[config.mk]
export PLATFORM = sky130hd
export DESIGN_NAME = reg_writeback_ctrl_flat
export DESIGN_NICKNAME = d
export VERILOG_FILES = /design/src/rtl/reg_writeback_ctrl_pkg.sv /design/src/rtl/reg_writeback_ctrl_if.sv /design/src/rtl/reg_writeback_ctrl_scoreboard.sv /design/src/rtl/reg_writeback_ctrl.sv /design/src/flat_wrapper.sv
export SDC_FILE = /design/constraint.sdc
export NUM_CORES = 1
export LEC_CHECK = 0
export BUFFER_PORTS_ARGS = -buffer_cell sky130_fd_sc_hd__buf_4
export CORE_MARGIN = 1
export CORE_UTILIZATION = 49
export CTS_CLUSTER_DIAMETER = 150
export DETAILED_ROUTE_END_ITERATION = 10
export GPL_ROUTABILITY_DRIVEN = 0
export GPL_TIMING_DRIVEN = 0
export MAX_ROUTING_LAYER = met4
export PLACE_DENSITY = 0.86
export SYNTH_ARGS = -nofsm -noshare
export SYNTH_HDL_FRONTEND = slang
export SYNTH_HIERARCHICAL = 1
export SYNTH_SLANG_ARGS = --single-unit
[constraint.sdc]
create_clock -name clk -period 2.2 [get_ports clk]
set_clock_uncertainty 0.2 [all_clocks]
set_input_delay 0 -clock clk [delete_from_list [all_inputs] [get_ports clk]]
set_output_delay 0 -clock clk [all_outputs]
set_load 0.1 [all_outputs]
[src/rtl/reg_writeback_ctrl_pkg.sv]
// Shared types and defaults for the NPC register write-back controller.
// The WB_BYPASS_EN build option is honoured by wb_scoreboard and reg_writeback_ctrl.
package npc_wb_pkg;

  localparam int ADDR_WIDTH = 5;
  localparam int DATA_WIDTH = 32;
  localparam logic [ADDR_WIDTH-1:0] REG_ZERO = '0;

  typedef enum logic [1:0] {
    WB_SRC_NONE,
    WB_SRC_EXU,
    WB_SRC_LSU
  } wb_src_e;

endpackage

[src/rtl/reg_writeback_ctrl_if.sv]
// Bundle of issue, result-handshake, write-port, bypass and commit signals.
// The slave modport is the controller's view; master is the surrounding core's view.
interface reg_writeback_ctrl_if
  import npc_wb_pkg::*;
#(
  parameter int AW = ADDR_WIDTH,
  parameter int DW = DATA_WIDTH
);
  logic          issue_valid;
  logic [AW-1:0] issue_rd;
  logic [AW-1:0] rs1;
  logic [AW-1:0] rs2;
  logic          hazard;
  logic          exu_valid;
  logic          exu_ready;
  logic [AW-1:0] exu_rd;
  logic [DW-1:0] exu_data;
  logic          lsu_valid;
  logic          lsu_ready;
  logic [AW-1:0] lsu_rd;
  logic [DW-1:0] lsu_data;
  logic          wen;
  logic [AW-1:0] waddr;
  logic [DW-1:0] wdata;
  logic          byp1_valid;
  logic [DW-1:0] byp1_data;
  logic          byp2_valid;
  logic [DW-1:0] byp2_data;
  logic          commit_valid;
  logic [AW-1:0] commit_rd;
  logic          sb_err;

  modport master (
    output issue_valid, issue_rd, rs1, rs2,
    output exu_valid, exu_rd, exu_data, lsu_valid, lsu_rd, lsu_data,
    input  hazard, exu_ready, lsu_ready, wen, waddr, wdata,
    input  byp1_valid, byp1_data, byp2_valid, byp2_data,
    input  commit_valid, commit_rd, sb_err
  );

  modport slave (
    input  issue_valid, issue_rd, rs1, rs2,
    input  exu_valid, exu_rd, exu_data, lsu_valid, lsu_rd, lsu_data,
    output hazard, exu_ready, lsu_ready, wen, waddr, wdata,
    output byp1_valid, byp1_data, byp2_valid, byp2_data,
    output commit_valid, commit_rd, sb_err
  );
endinterface

[src/rtl/reg_writeback_ctrl_scoreboard.sv]
// Per-register pending scoreboard: set on issue, clear on write-back, RAW/WAW hazard.
// With WB_BYPASS_EN a register being written this cycle is no longer treated as pending.
module wb_scoreboard
  import npc_wb_pkg::*;
#(
  parameter int AW = ADDR_WIDTH
) (
  input  logic          clk,
  input  logic          rst_n,
  input  logic          issue_valid,
  input  logic [AW-1:0] issue_rd,
  input  logic [AW-1:0] rs1,
  input  logic [AW-1:0] rs2,
  input  logic          wen,
  input  logic [AW-1:0] waddr,
  output logic          hazard,
  output logic          sb_err
);
  localparam int NREG = 1 << AW;
  localparam logic [AW-1:0] ZERO = AW'(REG_ZERO);

  logic [NREG-1:0] pending_q, pending_d, pend_eff;
  logic            sb_err_q, sb_err_d;
  logic            set_hit, clr_hit;

  assign set_hit = issue_valid && (issue_rd != ZERO);
  assign clr_hit = wen && (waddr != ZERO);

  always_comb begin
    pending_d = pending_q;
    if (clr_hit) pending_d[waddr] = 1'b0;
    // Applied after the clear so a same-edge set on the same register wins.
    if (set_hit) pending_d[issue_rd] = 1'b1;
    sb_err_d = sb_err_q
             | (set_hit && pending_q[issue_rd] && !(clr_hit && waddr == issue_rd));
  end

  always_ff @(posedge clk or negedge rst_n) begin
    if (!rst_n) begin
      pending_q <= '0;
      sb_err_q  <= 1'b0;
    end else begin
      pending_q <= pending_d;
      sb_err_q  <= sb_err_d;
    end
  end

  for (genvar gi = 0; gi < NREG; gi++) begin : g_pend
`ifdef WB_BYPASS_EN
    assign pend_eff[gi] = pending_q[gi] && !(wen && waddr == AW'(gi));
`else
    assign pend_eff[gi] = pending_q[gi];
`endif
  end

  assign hazard = ((rs1 != ZERO) && pend_eff[rs1])
                | ((rs2 != ZERO) && pend_eff[rs2])
                | ((issue_rd != ZERO) && pend_eff[issue_rd]);
  assign sb_err = sb_err_q;
endmodule

[src/rtl/reg_writeback_ctrl.sv]
// Register-file write-back controller: LSU-priority arbiter, registered write port,
// commit pulse and scoreboard; WB_BYPASS_EN adds same-cycle write-data bypass.
module reg_writeback_ctrl
  import npc_wb_pkg::*;
#(
  parameter int AW = ADDR_WIDTH,
  parameter int DW = DATA_WIDTH
) (
  input  logic                 clk,
  input  logic                 rst_n,
  reg_writeback_ctrl_if.slave  bus
);
  localparam logic [AW-1:0] ZERO = AW'(REG_ZERO);

  wb_src_e       src;
  logic [AW-1:0] acc_rd;
  logic [DW-1:0] acc_data;

  logic          wen_q, wen_d;
  logic [AW-1:0] waddr_q, waddr_d;
  logic [DW-1:0] wdata_q, wdata_d;
  logic          commit_valid_q, commit_valid_d;
  logic [AW-1:0] commit_rd_q, commit_rd_d;
  logic          sb_hazard, sb_err_w;

  always_comb begin
    src      = WB_SRC_NONE;
    acc_rd   = ZERO;
    acc_data = '0;
    if (bus.lsu_valid) begin
      src      = WB_SRC_LSU;
      acc_rd   = bus.lsu_rd;
      acc_data = bus.lsu_data;
    end else if (bus.exu_valid) begin
      src      = WB_SRC_EXU;
      acc_rd   = bus.exu_rd;
      acc_data = bus.exu_data;
    end
  end

  always_comb begin
    // x0 results still retire through the commit pulse but never write.
    wen_d          = (src != WB_SRC_NONE) && (acc_rd != ZERO);
    waddr_d        = (src != WB_SRC_NONE) ? acc_rd : waddr_q;
    wdata_d        = (src != WB_SRC_NONE) ? acc_data : wdata_q;
    commit_valid_d = (src != WB_SRC_NONE);
    commit_rd_d    = (src != WB_SRC_NONE) ? acc_rd : ZERO;
  end

  always_ff @(posedge clk or negedge rst_n) begin
    if (!rst_n) begin
      wen_q          <= 1'b0;
      waddr_q        <= '0;
      wdata_q        <= '0;
      commit_valid_q <= 1'b0;
      commit_rd_q    <= '0;
    end else begin
      wen_q          <= wen_d;
      waddr_q        <= waddr_d;
      wdata_q        <= wdata_d;
      commit_valid_q <= commit_valid_d;
      commit_rd_q    <= commit_rd_d;
    end
  end

  wb_scoreboard #(.AW(AW)) u_sb (
    .clk        (clk),
    .rst_n      (rst_n),
    .issue_valid(bus.issue_valid),
    .issue_rd   (bus.issue_rd),
    .rs1        (bus.rs1),
    .rs2        (bus.rs2),
    .wen        (wen_q),
    .waddr      (waddr_q),
    .hazard     (sb_hazard),
    .sb_err     (sb_err_w)
  );

  assign bus.lsu_ready    = 1'b1;
  assign bus.exu_ready    = !bus.lsu_valid;
  assign bus.wen          = wen_q;
  assign bus.waddr        = waddr_q;
  assign bus.wdata        = wdata_q;
  assign bus.commit_valid = commit_valid_q;
  assign bus.commit_rd    = commit_rd_q;
  assign bus.hazard       = sb_hazard;
  assign bus.sb_err       = sb_err_w;

`ifdef WB_BYPASS_EN
  assign bus.byp1_valid = wen_q && (waddr_q == bus.rs1) && (bus.rs1 != ZERO);
  assign bus.byp1_data  = wdata_q;
  assign bus.byp2_valid = wen_q && (waddr_q == bus.rs2) && (bus.rs2 != ZERO);
  assign bus.byp2_data  = wdata_q;
`else
  assign bus.byp1_valid = 1'b0;
  assign bus.byp1_data  = '0;
  assign bus.byp2_valid = 1'b0;
  assign bus.byp2_data  = '0;
`endif
endmodule

[src/flat_wrapper.sv]
// flat-port wrapper written by rule: the top's interface ports become plain ports
module reg_writeback_ctrl_flat import npc_wb_pkg::*;
#(
  parameter int AW = ADDR_WIDTH,
  parameter int DW = DATA_WIDTH
)
  (clk, rst_n, bus_issue_valid, bus_issue_rd, bus_rs1, bus_rs2, bus_exu_valid, bus_exu_rd, bus_exu_data, bus_lsu_valid, bus_lsu_rd, bus_lsu_data, bus_hazard, bus_exu_ready, bus_lsu_ready, bus_wen, bus_waddr, bus_wdata, bus_byp1_valid, bus_byp1_data, bus_byp2_valid, bus_byp2_data, bus_commit_valid, bus_commit_rd, bus_sb_err);
  reg_writeback_ctrl_if #(.AW(AW), .DW(DW)) bus_i ();
  input  logic clk;
  input  logic rst_n;
  input wire logic [$bits(bus_i.issue_valid)-1:0] bus_issue_valid;
  input wire logic [$bits(bus_i.issue_rd)-1:0] bus_issue_rd;
  input wire logic [$bits(bus_i.rs1)-1:0] bus_rs1;
  input wire logic [$bits(bus_i.rs2)-1:0] bus_rs2;
  input wire logic [$bits(bus_i.exu_valid)-1:0] bus_exu_valid;
  input wire logic [$bits(bus_i.exu_rd)-1:0] bus_exu_rd;
  input wire logic [$bits(bus_i.exu_data)-1:0] bus_exu_data;
  input wire logic [$bits(bus_i.lsu_valid)-1:0] bus_lsu_valid;
  input wire logic [$bits(bus_i.lsu_rd)-1:0] bus_lsu_rd;
  input wire logic [$bits(bus_i.lsu_data)-1:0] bus_lsu_data;
  output wire logic [$bits(bus_i.hazard)-1:0] bus_hazard;
  output wire logic [$bits(bus_i.exu_ready)-1:0] bus_exu_ready;
  output wire logic [$bits(bus_i.lsu_ready)-1:0] bus_lsu_ready;
  output wire logic [$bits(bus_i.wen)-1:0] bus_wen;
  output wire logic [$bits(bus_i.waddr)-1:0] bus_waddr;
  output wire logic [$bits(bus_i.wdata)-1:0] bus_wdata;
  output wire logic [$bits(bus_i.byp1_valid)-1:0] bus_byp1_valid;
  output wire logic [$bits(bus_i.byp1_data)-1:0] bus_byp1_data;
  output wire logic [$bits(bus_i.byp2_valid)-1:0] bus_byp2_valid;
  output wire logic [$bits(bus_i.byp2_data)-1:0] bus_byp2_data;
  output wire logic [$bits(bus_i.commit_valid)-1:0] bus_commit_valid;
  output wire logic [$bits(bus_i.commit_rd)-1:0] bus_commit_rd;
  output wire logic [$bits(bus_i.sb_err)-1:0] bus_sb_err;
  assign bus_i.issue_valid = bus_issue_valid;
  assign bus_i.issue_rd = bus_issue_rd;
  assign bus_i.rs1 = bus_rs1;
  assign bus_i.rs2 = bus_rs2;
  assign bus_i.exu_valid = bus_exu_valid;
  assign bus_i.exu_rd = bus_exu_rd;
  assign bus_i.exu_data = bus_exu_data;
  assign bus_i.lsu_valid = bus_lsu_valid;
  assign bus_i.lsu_rd = bus_lsu_rd;
  assign bus_i.lsu_data = bus_lsu_data;
  assign bus_hazard = bus_i.hazard;
  assign bus_exu_ready = bus_i.exu_ready;
  assign bus_lsu_ready = bus_i.lsu_ready;
  assign bus_wen = bus_i.wen;
  assign bus_waddr = bus_i.waddr;
  assign bus_wdata = bus_i.wdata;
  assign bus_byp1_valid = bus_i.byp1_valid;
  assign bus_byp1_data = bus_i.byp1_data;
  assign bus_byp2_valid = bus_i.byp2_valid;
  assign bus_byp2_data = bus_i.byp2_data;
  assign bus_commit_valid = bus_i.commit_valid;
  assign bus_commit_rd = bus_i.commit_rd;
  assign bus_sb_err = bus_i.sb_err;
  reg_writeback_ctrl #(.AW(AW), .DW(DW)) u_core (.clk(clk), .rst_n(rst_n), .bus(bus_i));
endmodule
Word-level counts from Yosys, hierarchy flattened
Index checks and enable logic that the tools add are counted.
{ "word_totals": {"input_bits": 94, "reg_bits": 77, "out_inout_bits": 114, "elab_cells": 58} }
{ "classes": {"magnitude_cmp": 6, "n_mux": 19, "eq_ne": 1, "reduce_logical": 19, "n_bitwise": 6} }
{ "ops": {"columns": ["operator", "n"], "rows": [
  ["32-bit two-way mux", 4],
  ["32-bit bitwise AND", 1],
  ["32-bit NOT", 1],
  ["32-bit bitwise OR", 1],
  ["5-bit nonzero test", 5],
  ["5-bit by 6-bit less-than comparator with 1-bit output (second input constant)", 4],
  ["1-bit binary-select mux with 5-bit select", 3],
  ["5-bit two-way mux", 3],
  ["1-bit logical AND", 11],
  ["1-bit demux with 5-bit select", 2],
  ["5-bit by 1-bit greater-or-equal comparator with 1-bit output (second input constant)", 2],
  ["1-bit two-way mux", 6],
  ["5-bit == test", 1],
  ["1-bit bitwise OR", 3],
  ["1-bit logical NOT", 2],
  ["2-bit two-way mux", 1],
  ["2-bit nonzero test", 1]
]} }

Logic depth before layout (Yosys ltp)
Gate-level depths: netlist of run 1.
{ "logic_depth": {"word_depth": 9, "mapped_depth": 7, "ltp_nobuf": 5} }

By module
The synthesis of run 1 kept the hierarchy.
{ "modules_own_cells": {"columns": ["module", "seq_area_each_um2", "n_inst", "cells_each", "area_per_inst_um2"], "rows": [
  ["wb_scoreboard", 825.8, 1, 256, 2442.3],
  ["reg_writeback_ctrl", 1101.1, 1, 242, 2423.6]
]} }

Worst setup path before layout of run 1
Ideal clock, no wire load.
{ "synth_timing": {"path_type": "register to output", "startpoint": "reg u_core.u_sb.pending_q[26] (netlist: u_core/u_sb/pend_eff[26])", "endpoint": "out bus_hazard", "slack_ns": -0.492, "t_required_ns": 2.000, "path_buffers": 0, "arrival_ns": 2.492, "stages_incl_launch_ff": 6, "path_cell_list": "dfrtp_1 > mux2i_1 > o32ai_1 > o22ai_1 > o2111a_1 > o2111ai_1"} }
{ "synth_via": {"elab_chain_cells": 5, "word_cells_on_any_way": 11, "cone_classes": "6 x mux; 2 x bitwise; 3 x reduce/logical"} }
{ "synth_lines": {"columns": ["element", "line_no", "rtl"], "rows": [
  ["start: declaration", "reg_writeback_ctrl_scoreboard.sv:22", "logic [NREG-1:0] pending_q, pending_d, pend_eff;"],
  ["start signal: assignment", "reg_writeback_ctrl_scoreboard.sv:43", "pending_q <= pending_d;"],
  ["1-bit binary-select mux with 5-bit select, on equally long branches", "reg_writeback_ctrl_scoreboard.sv:56, reg_writeback_ctrl_scoreboard.sv:57", null],
  ["1-bit two-way mux, on equally long branches", "reg_writeback_ctrl_scoreboard.sv:56, reg_writeback_ctrl_scoreboard.sv:57", null],
  ["1-bit logical AND, on equally long branches", "reg_writeback_ctrl_scoreboard.sv:56, reg_writeback_ctrl_scoreboard.sv:57", null],
  ["1-bit bitwise OR", "reg_writeback_ctrl_scoreboard.sv:57", "| ((rs2 != ZERO) && pend_eff[rs2])"],
  ["1-bit bitwise OR (*)", "reg_writeback_ctrl_scoreboard.sv:58", "| ((issue_rd != ZERO) && pend_eff[issue_rd]);"],
  ["end: declaration", "flat_wrapper.sv:21", "output wire logic [$bits(bus_i.hazard)-1:0] bus_hazard;"]
]} }
Every way passes the cells marked *; elsewhere a longest branch is shown, timed or not. The select of a mux whose other input is x is not followed.

Worst setup path after layout of run 1
{ "layout_timing": {"startpoint": "reg u_core.u_sb.pending_q[29] (netlist: u_core/u_sb/pend_eff[29])", "endpoint": "out bus_hazard"} }
Same word-level chain as after synthesis.

==> impl_metrics.json, run 1 <==
{
  "status": "finished with violations",
  "async_reset_ff_frac": 1.000,
  "core-area_um2": 9684,
  "routed_wl_mm": 19.13,
  "p_leak_nw": 3.566,
  "slowest_delay_ns": 0.50,
  "dieArea_um2": 10330,
  "grt_overflow_total": 0,
  "r2r_slack_ns": 0.26,
  "critPathRequiredTime_ns": 2.00,
  "synth-edff-count": 0,
  "port-buffer-count": 133,
  "wl_per_cell_um": 20.46,
  "io_pins": 208,
  "cp-start-kind": "register",
  "critPathKind": "reg2out",
  "worstHoldStart": "bus_issue_rd[2]",
  "drt_first_pass_iters": 6,
  "slew-limit-headroom": 0.3565,
  "yosysSeqAreaShare": 0.3960,
  "yosys_warnings": 6,
  "worst_slew_pin_slew_ns": 0.9653,
  "crit_slowest_cell": "mux4_2",
  "insertion_delay_ns": 0.36,
  "whs_path_depth": 4,
  "crit_arrival_ns": 2.15,
  "clk_pin_slew_ns": 0.09,
  "area_growth_pct": 52.38,
  "clk_path_buf_depth": 2,
  "ir_drop_mv": 0.5175,
  "cap_violations": 0,
  "rsz0062_at_grt": "yes",
  "ys_ff_latch": 77,
  "grt_first_pass_wirelength_mm": 27.33,
  "hold_viol": 0,
  "fin_setup_tns_ns": -0.2439,
  "grt_max_degree": 78,
  "min_to": "u_core/u_sb/sb_err$_DFF_PN0_",
  "cts.sinks": 77,
  "rr_endpoint": "u_core/u_sb/sb_err$_DFF_PN0_",
  "layout_min_cycle_time_ns": 2.349,
  "reg2reg_depth": 6,
  "avgViaCountPerCell": 5.696,
  "antenna_left": 0,
  "cp_max_fo": 4,
  "hpwl_mm": 10.27,
  "layout.nets": 890,
  "setup_slack_ns": -0.1488,
  "dpl.cell_count": 829,
  "die_y_um": 101.7,
  "violations": "setup timing",
  "instances_no_fill": 935,
  "synth_ff_type": "dfrtp_1",
  "drive_above_1_share": 0.3371,
  "numCtsBuffers": 9,
  "syn-cell-area_um2": 4866,
  "crit_chain": "mux4_2, nor2_2, nor3_2, nor4_2, o2111ai_2, buf_12",
  "antenna_found_initial": 1,
  "grt_pass1_vias": 5263,
  "grtUsageTotal": 0.3677,
  "fmax_mhz": 425.8,
  "vias": 5326,
  "setup_viol_count_final": 2,
  "hold_path_class": "in2reg",
  "drc": 0,
  "crit_buf_inv": 1,
  "drt-initial-drc-count": 517,
  "power_density_nw_per_um2": 791.5,
  "synth.distinct_cells": 56,
  "htree_levels": 3,
  "postSynthAreaPerCell_um2": 9.771,
  "num_rows": 36,
  "netlist_instances": 498,
  "initial_core_util": 0.5025,
  "path_delay_family": "multiplexers",
  "die_x_um": 101.7,
  "drv_slew": 0,
  "r2r_start": "u_core/bus.waddr[3]$_DFFE_PN0N_",
  "cts_root_buf": "clkbuf_8",
  "min_period_over_period": 1.068,
  "end_kind": "primary output",
  "tritoncts": "built"
}
[worst max-delay path by stage]
stage,startpoint,end,slack (ns),cells past startpoint
2_1_floorplan,u_core/bus.waddr[2]$_DFFE_PN0N_,u_core/u_sb/sb_err$_DFF_PN0_,0.01,6
3_3_place_gp,u_core/u_sb/pend_eff[2]$_DFF_PN0_,bus_hazard,0.24,5
3_5_place_dp,u_core/u_sb/pend_eff[31]$_DFF_PN0_,bus_hazard,0.25,6
4_1_cts,u_core/u_sb/pend_eff[31]$_DFF_PN0_,bus_hazard,-0.09,6
5_1_grt,u_core/u_sb/pend_eff[29]$_DFF_PN0_,bus_hazard,-0.23,6
6_report,u_core/u_sb/pend_eff[29]$_DFF_PN0_,bus_hazard,-0.15,6
[power breakdown]
group | internal [mW] | switching, mW | leakage (nW) | total [mW]
Combinational | 0.943 | 1.77 | 2.57 | 2.72
Sequential | 1.70 | 0.355 | 0.907 | 2.06
Clock | 0.533 | 0.561 | 0.0931 | 1.09
[synthesized netlist by cell type, types with 2 or more instances]
cell type  number  area share
a2111oi_0       2      0.0036
a211oi_1        4      0.0062
a21o_1          3      0.0046
a21oi_1         4      0.0041
a222oi_1        2      0.0041
a22o_1          5      0.0090
a311oi_1        2      0.0036
buf_1           5      0.0039
buf_2           9      0.0093
buf_4          68        0.10
buf_6           8       0.019
clkbuf_1       10      0.0077
conb_1          2      0.0015
dfrtp_1        77        0.40
inv_1           9      0.0069
inv_2           2      0.0015
mux2_1          3      0.0069
mux2_2          2      0.0046
mux2_4          3      0.0093
mux2i_1        40       0.082
mux4_2         11       0.051
nand2_1        41       0.032
nand2b_1        9       0.012
nand3_1        13       0.013
nand3b_1       10       0.015
nand4_1         2      0.0026
nor2_1          9      0.0069
nor2b_1         7      0.0090
nor3_1          3      0.0031
nor4_1          2      0.0026
o21ai_0        53       0.055
o21ai_1        46       0.047
o22ai_1         5      0.0064
o32ai_1         2      0.0036
or3b_1          2      0.0036
xor2_1          3      0.0054
[registers in the layout, indices dropped and copies added (netlist names)]
name                     count
u_core/u_sb/sb_err           1
u_core/bus.waddr             5
u_core/bus.commit_rd         5
u_core/bus.commit_valid      1
u_core/bus.wen               1
u_core/bus.wdata            32
u_core/u_sb/pend_eff        32
[cells in the final DEF (no fill, tap or decap), types with 11 or more instances in the layout]
master	n
buf_4	202
clkbuf_1	11
conb_1	67
dfrtp_1	76
dlygate4sd3_1	85
mux2i_1	40
mux4_2	11
nand2_1	41
nand3_1	13
o21ai_0	53
o21ai_1	46
[repair_timing]
action | CTS | global route
setup endpoints to repair | 1 | 2
endpoints found under the hold margin | 143 | 5
setup buffers | 2 | 2
gates resized for setup | 4 | 11
hold buffers | 83 | 4
pin swaps | 0 | 4
[final cells by class]
cell class              instances  area [µm²]
clock buffers                  10       127.6
well taps                     133       166.4
diodes                          1       2.502
inverters                      11       41.29
repair buffers                222        1899
clock inverters                 6       71.32
multi-input cells             373        2451
plain buffers                 102       726.9
fillers                       585        2270
flip-flops and latches         77        1928
[routing by layer]
metal | global-route usage | part of all wire | vias up
met2 | 0.5977 | 0.50 | 461
met1 | 0.4211 | 0.35 | 2516
met5 | - | 0 | -
met4 | 0.2007 | 0.052 | 0
met3 | 0.08351 | 0.098 | 107
li1 | - | - | 2242
[logic make-up after synthesis]
logic type	share of synthesized area
AO/OA/AOI/OAI	0.1656
XOR/XNOR	0.007201
buffers and inverters	0.1579
flip-flops	0.3960
multiplexers	0.1594
other	0.001543
AND/OR/NAND/NOR	0.1124
[through the flow]
stage	setup WS (ns)	area (µm²)	total power, mW	hold slack, ns	util
global placement	0.2426	6281	4.331	0.005723	0.6486
CTS	-0.09495	7336	5.650	0.006954	0.7575
detailed placement	0.2534	6281	4.405	0.01741	0.6486
floorplan	0.01477	5116	3.814	-0.4956	-
global route	-0.2269	7415	6.067	0.02489	0.7656
finish	-0.1488	7415	5.869	0.02825	0.7656
[tightest hold or removal path, stage by stage]
cell,delay [ns]
buf_4,0.09
buf_4,0.18
nor4_1,0.11
o31ai_2,0.17
(Power assumes the default switching activity.)
==> inputs of run 2 (changes only) <==
--- a/config.mk
+++ b/config.mk
@@ -6,14 +6,15 @@
 export NUM_CORES = 1
 export LEC_CHECK = 0
 export BUFFER_PORTS_ARGS = -buffer_cell sky130_fd_sc_hd__buf_4
+export CORE_ASPECT_RATIO = 0.5
 export CORE_MARGIN = 1
-export CORE_UTILIZATION = 49
+export CORE_UTILIZATION = 44
 export CTS_CLUSTER_DIAMETER = 150
 export DETAILED_ROUTE_END_ITERATION = 10
 export GPL_ROUTABILITY_DRIVEN = 0
 export GPL_TIMING_DRIVEN = 0
 export MAX_ROUTING_LAYER = met4
-export PLACE_DENSITY = 0.86
+export PLACE_DENSITY = 0.82
 export SYNTH_ARGS = -nofsm -noshare
 export SYNTH_HDL_FRONTEND = slang
 export SYNTH_HIERARCHICAL = 1
==> constraint.sdc (replaced) <==
create_clock -name clk -period 2 [get_ports clk]
set_clock_uncertainty 0.2 [all_clocks]
set_input_delay 0 -clock clk [delete_from_list [all_inputs] [get_ports clk]]
set_output_delay 0 -clock clk [all_outputs]
set_load 0.1 [all_outputs]
==> run 2 against run 1 <==
Non-clock buffer count shrank 3. Register-to-register slack lost 0.21 ns. Final cell count grew 0.32%. Final area grew 0.74%. Setup slack lost 0.19 ns. Critical path depth is the same. Clock power grew 53%. Highest routed layer unchanged. The run still ends with setup timing left. Critical endpoint unchanged. Largest power group unchanged. Routed wire length shrank 19%. Core utilization shrank 5.3 points. Global-route usage shrank 8.5 points. Hold slack gained 0.0093 ns.
==> impl_metrics.json, run 2 (synthesis gave the netlist of run 1 again) <==
{
  "status": "finished with violations",
  "violations": "setup timing",
  "antenna_left": 0,
  "drt_first_pass_iters": 5,
  "layout_min_cycle_time_ns": 2.339,
  "die_x_um": 150.7,
  "insertion_delay_ns": 0.33,
  "min_period_over_period": 1.170,
  "rsz0062_at_grt": "yes",
  "core-area_um2": 10480,
  "end_kind": "primary output",
  "avgViaCountPerCell": 5.206,
  "dieArea_um2": 11510,
  "combPwrFrac": 0.419,
  "initial_core_util": 0.4645,
  "ir_drop_mv": 0.4446,
  "cts_root_buf": "clkbuf_16",
  "slew-limit-headroom": 0.3580,
  "vias": 4883,
  "p_sw_frac": 0.4189,
  "routed_wl_mm": 15.58,
  "dp_slack_ns": -0.002484,
  "layout_commonest_cell": "buf_4",
  "cp_max_fo": 4,
  "power_switching_mw": 2.831,
  "die_y_um": 76.36,
  "drt-initial-drc-count": 354,
  "p_leak_nw": 3.602,
  "power_density_nw_per_um2": 904.7,
  "final_cell_mix": "buf_4 (201), dlygate4sd3_1 (85), dfrtp_1 (73), conb_1 (67), o21ai_0 (52)",
  "fin_setup_tns_ns": -0.3466,
  "cp-start-kind": "register",
  "grt_max_degree": 78,
  "htree_levels": 3,
  "fmax_mhz": 427.5,
  "antenna_found_initial": 0,
  "cts.sinks": 77,
  "crit_arrival_ns": 2.14,
  "n_fill_cell": 795,
  "pwr-share-seq": 0.334,
  "drv_slew": 0,
  "port-buffer-count": 133,
  "io_pins": 208,
  "setup_slack_ns": -0.3390,
  "critPathRequiredTime_ns": 1.80,
  "worst_slew_pin_slew_ns": 0.9630,
  "cap_violations": 0,
  "grt_overflow_total": 0,
  "hold_viol": 0,
  "drc": 0,
  "critPathKind": "reg2out",
  "tritoncts": "built",
  "grt_first_pass_wirelength_mm": 24.47,
  "hpwl_mm": 10.58,
  "p_int_mw": 3.927,
  "layout.nets": 887,
  "area_growth_pct": 53.51,
  "num_rows": 26,
  "clk_path_buf_depth": 2,
  "numCtsBuffers": 9,
  "setup_viol_count_final": 2,
  "wl_per_cell_um": 16.60,
  "num_antenna_cells": 0,
  "hold_path_class": "in2reg",
  "grt_pass1_vias": 4929,
  "grtUsageTotal": 0.2830,
  "clk_pin_slew_ns": 0.06,
  "drive_above_1_share": 0.3321,
  "clkPwrFrac": 0.248
}
-- run 2: cell count changes in the layout (fill, tap and decap cells not counted), moves of 2 or more --
cell	change
a2111oi_0	+2
a2111oi_2	-2
clkbuf_16	+9
clkbuf_8	-6
clkinv_2	+3
clkinv_4	-2
clkinvlp_4	-2
dfrtp_1	-3
dfrtp_2	+3
nor2_1	+2
nor2_2	-2
-- run 2: power by group through the flow --
stage | Combinational [mW] | Clock [mW] | Sequential [mW]
after floorplan | 1.52 | 0 | 2.68
after global placement | 2.56 | 0 | 2.22
after detailed placement | 2.60 | 0 | 2.24
after CTS | 2.79 | 1.71 | 2.22
after global routing | 2.98 | 1.76 | 2.27
final | 2.83 | 1.67 | 2.25
-- run 2: per-stage QoR --
step           hold WS [ns]  total power, mW  instance area (µm²)  instances    util
2_1_floorplan       -0.4956            4.196                 5121        563       -
3_3_place_gp       0.007605            4.779                 6295        836  0.6009
3_5_place_dp        0.01493            4.847                 6295        836  0.6009
4_1_cts             0.02152            6.718                 7440        935  0.7102
5_1_grt             0.06245            7.005                 7470        938  0.7131
6_report            0.03754            6.758                 7470        938  0.7131
-- run 2: worst max-delay path: stages, from the launching register on --
cell and delay, ns:
dfrtp_1 0.47, mux4_2 0.28, inv_1 0.03, a2111oi_0 0.49
a21oi_1 0.16, o2111ai_2 0.13, buf_6 0.25
-- run 2: final cells by class --
type / count / area [µm²] / area share
multi-input cells: 373 / 2422 / 0.3243
flip-flops and latches: 77 / 1932 / 0.2586
repair buffers: 219 / 1861 / 0.2491
plain buffers: 102 / 726.9 / 0.09732
clock buffers: 12 / 266.5 / 0.03568
well taps: 140 / 175.2 / 0.02345
clock inverters: 4 / 45.04 / 0.006030
inverters: 11 / 41.29 / 0.005528
-- run 2: routing by layer --
metal / GRT usage / wire length [µm]
met5: - / 0
met1: 0.3172 / 5876
met2: 0.4849 / 7854
met3: 0.06467 / 1339
met4: 0.1190 / 505
-- run 2: path summary, 6_finish.rpt --
| path | startpoint | end | slack (ns) | cells past startpoint |
|---|---|---|---|---|
| max in group asynchronous | rst_n | u_core/bus.waddr[2]$_DFFE_PN0N_ | 0.74 | 2 |
| setup / recovery | u_core/u_sb/pend_eff[3]$_DFF_PN0_ | bus_hazard | -0.34 | 6 |
| hold reg to reg | u_core/u_sb/pend_eff[0]$_DFF_PN0_ | u_core/u_sb/pend_eff[0]$_DFF_PN0_ | 0.26 | 1 |
| setup reg to reg | u_core/u_sb/pend_eff[4]$_DFF_PN0_ | u_core/u_sb/sb_err$_DFF_PN0_ | 0.05 | 5 |
| min in group asynchronous | rst_n | u_core/bus.wdata[5]$_DFFE_PN0N_ | 0.21 | 2 |
| hold / removal | bus_issue_rd[2] | u_core/u_sb/pend_eff[21]$_DFF_PN0_ | 0.04 | 4 |
-- run 2: what timing repair did --
| action | 4_1_cts | 5_1_grt |
|---|---|---|
| hold buffers | 82 | 5 |
| buffers inserted | 1 | 0 |
| pin swaps | 1 | 0 |
| hold endpoints to repair | 141 | 5 |
| endpoints found under the setup margin | 1 | 3 |
| resized for setup | 2 | 1 |
==> inputs of run 3 (changes only) <==
--- a/config.mk
+++ b/config.mk
@@ -15,6 +15,7 @@
 export GPL_TIMING_DRIVEN = 0
 export MAX_ROUTING_LAYER = met4
 export PLACE_DENSITY = 0.82
+export RECOVER_POWER = 25
 export SYNTH_ARGS = -nofsm -noshare
 export SYNTH_HDL_FRONTEND = slang
 export SYNTH_HIERARCHICAL = 1
==> run 3 against run 2 <==
The flow still finishes with violations (setup timing). Sequential power hardly changed. Fmax is 0.35% lower. Flip-flop and latch count stayed put. Non-clock buffer count unchanged. Clock-buffer cell count stayed put. First-iteration DRC count decreased by 11%. Sequential share of layout area rose by 0.40 points. Final cell count did not move. Hold slack lost 0.0016 ns. Global-route usage did not move. Die area unchanged. Critical path type unchanged.
==> impl_metrics.json, run 3 (synthesis gave the netlist of run 1 again) <==
{
  "drt-initial-drc-count": 314,
  "crit_chain": "mux4_2, inv_1, a2111oi_0, a21oi_1, o2111ai_2, buf_6",
  "layout_commonest_cell": "buf_4",
  "cp_max_fo": 4,
  "crit_arrival_ns": 2.15,
  "fmax_mhz": 426.1,
  "multiInputGateArea_um2": 2422,
  "final_cell_mix": "buf_4 (155), dlygate4sd3_1 (85), dfrtp_1 (73), conb_1 (67), o21ai_0 (52)",
  "antenna_found_initial": 0,
  "drive_above_1_share": 0.3308,
  "layout_min_cycle_time_ns": 2.347,
  "core-area_um2": 10480,
  "crit_slowest_cell": "a2111oi_0",
  "grt_first_pass_wirelength_mm": 24.47,
  "initial_core_util": 0.4645,
  "status": "finished with violations",
  "grt_pass1_vias": 4929,
  "dp_slack_ns": -0.002484,
  "grtUsageTotal": 0.2830,
  "htree_levels": 3,
  "n_fill_cell": 826,
  "grt_max_degree": 78,
  "min_period_over_period": 1.174,
  "routed_wl_mm": 15.56,
  "die_x_um": 150.7,
  "worst_slew_pin_slew_ns": 1.045,
  "rsz0062_at_grt": "yes",
  "cts.sinks": 77,
  "hold_viol": 0,
  "num_rows": 26,
  "clk_path_buf_depth": 2,
  "area_growth_pct": 51.20,
  "clk_pin_slew_ns": 0.06,
  "ir_drop_mv": 0.4447,
  "num_antenna_cells": 0,
  "p_leak_nw": 3.571,
  "antenna_left": 0,
  "slowest_delay_ns": 0.49,
  "hpwl_mm": 10.58,
  "tritoncts": "built",
  "setup_viol_count_final": 2,
  "end_kind": "primary output",
  "insertion_delay_ns": 0.33,
  "critPathRequiredTime_ns": 1.80,
  "port-buffer-count": 133,
  "layout.nets": 887,
  "drt_first_pass_iters": 5,
  "crit_buf_inv": 2,
  "slew-limit-headroom": 0.3030,
  "wl_per_cell_um": 16.58,
  "avgViaCountPerCell": 5.191,
  "dieArea_um2": 11510,
  "critPathKind": "reg2out",
  "hold_path_class": "in2reg",
  "io_pins": 208,
  "power_density_nw_per_um2": 911.4,
  "drc": 0,
  "cts_root_buf": "clkbuf_16",
  "regArea_um2": 1932,
  "violations": "setup timing",
  "path_delay_family": "compound AO/OA/AOI/OAI gates",
  "numCtsBuffers": 9,
  "cap_violations": 0,
  "fin_setup_tns_ns": -0.3729,
  "grt_overflow_total": 0,
  "setup_slack_ns": -0.3471,
  "vias": 4869,
  "cp-start-kind": "register",
  "drv_slew": 0,
  "die_y_um": 76.36
}
## run 3: cell types whose count changed in the layout (fill, tap and decap cells not counted)
cell	delta
inv_2	-1
clkinv_1	+1
buf_4	-46
clkbuf_2	+45
clkbuf_4	+1
## run 3: power by group
group	internal, mW	switching, mW
Sequential	1.88	0.370
Combinational	0.937	1.85
Clock	1.06	0.613
Total	3.88	2.83
## run 3: worst paths after layout
path / start / slack [ns] / endpoint / cells after the start
max: u_core/u_sb/pend_eff[3]$_DFF_PN0_ / -0.35 / bus_hazard / 6
min: bus_issue_rd[2] / 0.04 / u_core/u_sb/pend_eff[21]$_DFF_PN0_ / 4
max reg2reg: u_core/u_sb/pend_eff[2]$_DFF_PN0_ / 0.05 / u_core/u_sb/sb_err$_DFF_PN0_ / 5
min reg2reg: u_core/u_sb/pend_eff[0]$_DFF_PN0_ / 0.26 / u_core/u_sb/pend_eff[0]$_DFF_PN0_ / 1
max in group asynchronous: rst_n / 0.64 / u_core/bus.waddr[2]$_DFFE_PN0N_ / 2
min in group asynchronous: rst_n / 0.25 / u_core/bus.wdata[5]$_DFFE_PN0N_ / 2
## run 3: final cells by class
| cell class | instances | area share |
|---|---|---|
| clock inverters | 4 | 0.006122 |
| clock buffers | 12 | 0.03622 |
| well taps | 140 | 0.02381 |
| flip-flops and latches | 77 | 0.2626 |
| inverters | 11 | 0.005612 |
| repair buffers | 219 | 0.2376 |
| plain buffers | 102 | 0.09881 |
| multi-input cells | 373 | 0.3293 |
## run 3: per-layer routing
| layer | vias to the layer above | track usage | wire length (µm) |
|---|---|---|---|
| li1 | 2243 | - | - |
| met1 | 2287 | 0.3172 | 5849 |
| met5 | - | - | 0 |
| met3 | 42 | 0.06467 | 1358 |
| met2 | 297 | 0.4849 | 7938 |
| met4 | 0 | 0.1190 | 408 |
## run 3: timing repair
item	CTS	global route
hold buffers	82	5
setup endpoints to repair	1	3
resized for setup	2	1
hold endpoints to repair	141	5
buffers inserted	1	0
pin swaps	1	0
## run 3: tightest hold or removal path, cell delays in order
cell	delay, ns
buf_4	0.11
buf_4	0.17
nand3_1	0.16
o21ai_1	0.08
## run 3: metrics by stage
| step | cells | cell area (µm²) | hold slack (ns) | power, mW | util |
|---|---|---|---|---|---|
| 2_1_floorplan | 563 | 5121 | -0.4956 | 4.196 | - |
| 3_3_place_gp | 836 | 6295 | 0.007605 | 4.779 | 0.6009 |
| 3_5_place_dp | 836 | 6295 | 0.01493 | 4.847 | 0.6009 |
| 4_1_cts | 935 | 7440 | 0.02152 | 6.718 | 0.7102 |
| 5_1_grt | 938 | 7357 | 0.06245 | 6.952 | 0.7023 |
| 6_report | 938 | 7357 | 0.03592 | 6.705 | 0.7023 |
